### src/rtl/fault_alarm.sv
// rtl/fault_alarm.sv - per-channel fault persistence alarm with event FIFO
module fault_alarm #(
    parameter int PERSIST = 4,
    parameter int SEV_MIN = 1
) (
    input  logic        clk,
    input  logic        reset,
    input  logic [2:0]  sev,
    input  logic [1:0]  chan,
    input  logic        ack,
    input  logic [1:0]  ack_chan,
    output logic        alarm,
    output logic [11:0] ch_status,
    output logic        evt_valid,
    input  logic        evt_ready,
    output logic [1:0]  evt_chan,
    output logic [2:0]  evt_sev,
    output logic        overflow
);
    typedef enum logic {IDLE, ALARM} state_t;

    localparam logic [2:0] PERSIST_L = 3'(PERSIST);
    localparam logic [2:0] SEV_MIN_L = 3'(SEV_MIN);

    state_t     state      [4];
    logic [2:0] cnt        [4];
    logic [2:0] pk         [4];
    logic [2:0] run_max    [4];
    state_t     nxt_state  [4];
    logic [2:0] nxt_cnt    [4];
    logic [2:0] nxt_pk     [4];
    logic [2:0] nxt_max    [4];
    logic       nxt_alarm;
    logic [11:0] nxt_status;

    logic [2:0] sev_c;
    logic       qual;
    logic       push;
    logic [2:0] push_sev;

    logic [1:0] mem_chan [4];
    logic [2:0] mem_sev  [4];
    logic [1:0] wr_ptr;
    logic [1:0] rd_ptr;
    logic [2:0] count;
    logic       pop;
    logic       do_push;

    assign sev_c = (sev > 3'd4) ? 3'd4 : sev;
    assign qual  = (sev_c >= SEV_MIN_L);

    // An ack is applied first, so a coincident sample starts a fresh run from IDLE.
    always_comb begin
        push       = 1'b0;
        push_sev   = 3'd0;
        nxt_alarm  = 1'b0;
        nxt_status = 12'd0;
        for (int k = 0; k < 4; k++) begin
            logic acked;
            acked        = ack && (ack_chan == 2'(k));
            nxt_state[k] = acked ? IDLE : state[k];
            nxt_cnt[k]   = acked ? 3'd0 : cnt[k];
            nxt_max[k]   = acked ? 3'd0 : run_max[k];
            nxt_pk[k]    = acked ? 3'd0 : pk[k];
            if (chan == 2'(k)) begin
                if (nxt_state[k] == IDLE) begin
                    if (qual) begin
                        nxt_cnt[k] = (nxt_cnt[k] >= PERSIST_L) ? PERSIST_L : nxt_cnt[k] + 3'd1;
                        nxt_max[k] = (sev_c > nxt_max[k]) ? sev_c : nxt_max[k];
                        if (nxt_cnt[k] == PERSIST_L) begin
                            nxt_state[k] = ALARM;
                            nxt_pk[k]    = nxt_max[k];
                            push         = 1'b1;
                            push_sev     = nxt_max[k];
                        end
                    end else begin
                        nxt_cnt[k] = 3'd0;
                        nxt_max[k] = 3'd0;
                    end
                end else if (qual && (sev_c > nxt_pk[k])) begin
                    nxt_pk[k] = sev_c;
                    push      = 1'b1;
                    push_sev  = sev_c;
                end
            end
            if (nxt_state[k] == ALARM) begin
                nxt_alarm          = 1'b1;
                nxt_status[3*k +: 3] = nxt_pk[k];
            end
        end
    end

    assign evt_valid = (count != 3'd0);
    assign pop       = evt_valid && evt_ready;
    assign do_push   = push && ((count != 3'd4) || pop);
    assign evt_chan  = evt_valid ? mem_chan[rd_ptr] : 2'd0;
    assign evt_sev   = evt_valid ? mem_sev[rd_ptr]  : 3'd0;

    always_ff @(posedge clk) begin
        if (reset) begin
            for (int k = 0; k < 4; k++) begin
                state[k]    <= IDLE;
                cnt[k]      <= 3'd0;
                pk[k]       <= 3'd0;
                run_max[k]  <= 3'd0;
                mem_chan[k] <= 2'd0;
                mem_sev[k]  <= 3'd0;
            end
            alarm     <= 1'b0;
            ch_status <= 12'd0;
            wr_ptr    <= 2'd0;
            rd_ptr    <= 2'd0;
            count     <= 3'd0;
            overflow  <= 1'b0;
        end else begin
            for (int k = 0; k < 4; k++) begin
                state[k]   <= nxt_state[k];
                cnt[k]     <= nxt_cnt[k];
                pk[k]      <= nxt_pk[k];
                run_max[k] <= nxt_max[k];
            end
            alarm     <= nxt_alarm;
            ch_status <= nxt_status;
            if (do_push) begin
                mem_chan[wr_ptr] <= chan;
                mem_sev[wr_ptr]  <= push_sev;
                wr_ptr           <= wr_ptr + 2'd1;
            end
            if (pop) begin
                rd_ptr <= rd_ptr + 2'd1;
            end
            case ({do_push, pop})
                2'b10:   count <= count + 3'd1;
                2'b01:   count <= count - 3'd1;
                default: count <= count;
            endcase
            if (push && !do_push) begin
                overflow <= 1'b1;
            end
        end
    end
endmodule

### config.mk
export PLATFORM = sky130hd
export DESIGN_NAME = fault_alarm
export DESIGN_NICKNAME = d
export VERILOG_FILES = /design/src/rtl/fault_alarm.sv
export SDC_FILE = /design/constraint.sdc
export NUM_CORES = 1
export LEC_CHECK = 0
export ABC_AREA = 1
export CAP_MARGIN = 20
export CORE_AREA = 3 3 110 112
export DETAILED_ROUTE_END_ITERATION = 16
export DIE_AREA = 0 0 113 115
export GPL_TIMING_DRIVEN = 0
export PLACE_DENSITY = 0.64
export REMOVE_ABC_BUFFERS = 1
export SETUP_SLACK_MARGIN = 0.5
export SLEW_MARGIN = 20
export SYNTH_ARGS = -nofsm -noshare
export SYNTH_HDL_FRONTEND = slang
export SYNTH_SLANG_ARGS = --single-unit
### constraint.sdc
create_clock -name clk -period 3.77 [get_ports clk]
set_input_delay 0.5655 -clock clk [delete_from_list [all_inputs] [get_ports clk]]
set_output_delay 0.5655 -clock clk [all_outputs]
set_load 0.005 [all_outputs]
==> qor.csv <==
stage,metric,value,unit
placement,dpl cell area,5400,sq um
run,Max-Cap Viols,0,
setup_path,Worst Setup Path Type,in2reg,
setup_path,Crit path max-delay family,simple AND/OR/NAND/NOR gates,
timing,max_slew headroom,0.487,
placement,post-detail-place hpwl,8.89,mm
detailed_routing,final wirelength,12.3,mm
cts,CTS HTree Levels,3,
placement,gpl congestion,0.900,
cts,"CTS clk-pin slew, worst paths",0.07,ns
floorplanning,Ports,31,
yosys,Yosys cell types,42,
cts,CTS tree,yes,
yosys,Post-synth top cells,"nand2_1, nor2_1, inv_1",
setup_path,startpoint type of the worst setup path,input pin,
yosys,post-synthesis cell area,4970,sq um
setup_path,CP max stage delay,0.20,ns
floorplanning,Chip Width,113,um
floorplanning,row cnt,39,
yosys,largest cells by area after synthesis,"dfxtp_1, edfxtp_1, nand2_1, nor2_1, inv_1",
yosys,Synth warnings,0,
finish,Final Cell Area,5880,sq um
detailed_routing,Via density,5.13,
power_and_ir_drop,maximum vdd ir drop,0.295,mV
finish,Final #Nets,792,
global_route,first-pass GRT wire length,20.5,mm
floorplanning,core area,11300,sq um
setup_path,Critical Path AT,3.10,ns
detailed_routing,routed length per placed instance,13.6,um
global_route,GRT Overall Usage,0.194,
yosys,Post-synth EDFFs,20,
detailed_routing,1st-iter DRT viols,288,
detailed_routing,drt pass-1 iters,5,
setup_path,CP cell instances,buf_2 > nor2_4 > nand2_4 > inv_1 > nor2_1 > ha_1 > inv_1 > ha_1 > nor2_1 > nand2_2 > nor2_4 > nor2_2 > nor2_2 > nand2_1 > nand2_2 > nor2_4 > buf_4 > nor2_8 > nand2_4 > inv_4 > nand3_4 > nand2_4,
timing,RSZ-0062 raised after global routing,false,
global_route,antenna violations before repair,0,
global_route,grt total ovfl,0,
yosys,top cell type by total area after synthesis,dfxtp_1,
timing,slew of the pin with the lowest slew margin,0.769,ns
timing,Setup Skew,0.00600,ns
yosys,syn avg cell area,7.02,sq um
floorplanning,Die Ht,115,um
timing,"Hold Violations, Final",0,
detailed_routing,DR DRC count,0,
cts,CTS Sinks,83,
setup_path,Worst setup EP type,flip-flop,
setup_path,"critical path fanouts, max",6,
timing,"Slew Viols, Final",0,
finish,P&R area growth vs syn,18.4,%
outcome,status,finished clean,
setup_path,CP Buf/Inv Count,5,
finish,diode count,0,
floorplanning,die area,13000,sq um
timing,period utilization,0.808,
yosys,share of the yosys chip area belonging to registers,0.375,
cts,Clock Latency Late Sink,0.35,ns
timing,Setup-failing EPs final,0,
yosys,Cells after Synth,708,
detailed_routing,"antenna viol nets, final",0,
yosys,main flop type after synthesis,dfxtp_1,
yosys,#FFs+latches synth,83,
yosys,Post-synth ARST share,0,
global_route,vias in the first global route,4441,
global_route,pin count of the biggest net entering global routing,30,
power_and_ir_drop,Lkg Pwr,0.00266,uW
detailed_routing,via count of the routed design,4624,
finish,layout cells sized above 1,0.125,
timing,min cycle time layout,3.05,ns
setup_path,CP max-delay cell,buf_2,
placement,PortBufs,30,
power_and_ir_drop,PD cells,411,nW/um^2
cts,root buf cell,clkbuf_16,
cts,CTS Buf Count,9,
floorplanning,Initial Util,0.439,
yosys,area share of the largest cell type after synthesis,0.254,
finish,Fillers,1133,
worst_hold_path,Hold Path Class,reg2reg,
timing,Max Freq,328,MHz
timing,setup TNS,0,ns
setup_path,required time of the worst setup path,3.82,ns
cts,Longest Clk Path Bufs,2,
yosys,most frequent cell after synthesis,nand2_1,
[power breakdown]
group | switching, uW | internal [uW] | total [uW]
clock network | 375 | 511 | 886
logic | 324 | 217 | 540
registers | 32.8 | 956 | 989
[layout make-up]
class / count / area (sq um) / area share
Timing Repair Buffer: 46 / 400 / 0.0681
Multi-Input combinational cell: 506 / 2720 / 0.463
Clock buffer: 11 / 264 / 0.0449
Clock inverter: 5 / 42.5 / 0.00723
Sequential cell: 83 / 1860 / 0.317
Tap cell: 143 / 179 / 0.0304
Inverter: 107 / 410 / 0.0698
[per-stage QoR]
| stage | hold WS (ns) | cells | power, uW | worst slack, ns | util |
|---|---|---|---|---|---|
| 4_1_cts | 0.480 | 896 | 2420 | 0.535 | 0.514 |
| 3_3_place_gp | 0.453 | 869 | 1490 | -0.909 | 0.476 |
| 3_5_place_dp | 0.464 | 870 | 1510 | -0.937 | 0.477 |
| 5_1_grt | 0.503 | 901 | 2540 | 0.474 | 0.519 |
| 6_report | 0.476 | 901 | 2420 | 0.722 | 0.519 |
| 2_1_floorplan | 0.438 | 696 | 1320 | 0.698 | - |
[layer usage]
metal,wire length [um],global-route usage
met5,0,0
met4,274,0.0689
met3,628,0.0442
met2,5690,0.325
met1,5680,0.246
[worst paths after layout]
check                         startpoint                           to  slack, ns  cells past startpoint
setup / recovery             ack_chan[0]  mem_sev[1][0]$_SDFFCE_PN0P_       0.72                     22
hold / removal    rd_ptr[1]$_SDFFE_PP0P_                    flip-flop       0.48                      2
setup reg to reg    cnt[0][0]$_SDFF_PP0_  mem_sev[1][0]$_SDFFCE_PN0P_       1.00                     19
hold reg to reg   rd_ptr[1]$_SDFFE_PP0P_                    flip-flop       0.48                      2
[tightest hold or removal path, cell delays in order, from the launching register on]
cell,delay [ns]
dfxtp_1,0.30
inv_1,0.06
a21oi_1,0.07
[state kept, by name, indices dropped and copies added, names as in the netlist, named ones only]
| signal | count |
|---|---|
| pk | 12 |
| mem_sev | 12 |
| alarm | 1 |
| mem_chan | 8 |
| overflow | 1 |
| ch_status | 12 |
| count | 3 |
| rd_ptr | 2 |
| cnt | 12 |
| wr_ptr | 2 |
| state | 4 |
| run_max | 12 |
[logic make-up (layout without fill, tap and decap cells)]
kind of cell / count (synthesis) / after routing / synth area share
buffers and inverters: 119 / 169 / 0.0939
AND/OR/NAND/NOR: 347 / 347 / 0.314
AO/OA/AOI/OAI: 131 / 131 / 0.146
adder cells (fa/ha/maj): 28 / 28 / 0.0720
flip-flops: 83 / 83 / 0.375
[layout by cell type, fill, tap and decap left out, drive strengths merged, types with 19 or more instances in the layout]
cell type / count
inv: 108
a21oi: 45
edfxtp: 20
nand3: 38
nand2: 167
nor2: 126
dfxtp: 63
clkdlybuf4s50: 23
ha: 27
buf: 19
o21ai: 61
[timing repair]
action,CTS,global route
buffers inserted,10,5
gates resized for setup,26,26
hold buffers,0,0
pin swaps,5,8
setup endpoints to repair,78,41
hold endpoints to repair,0,0
No activity file was read; power rests on OpenSTA's default activity.
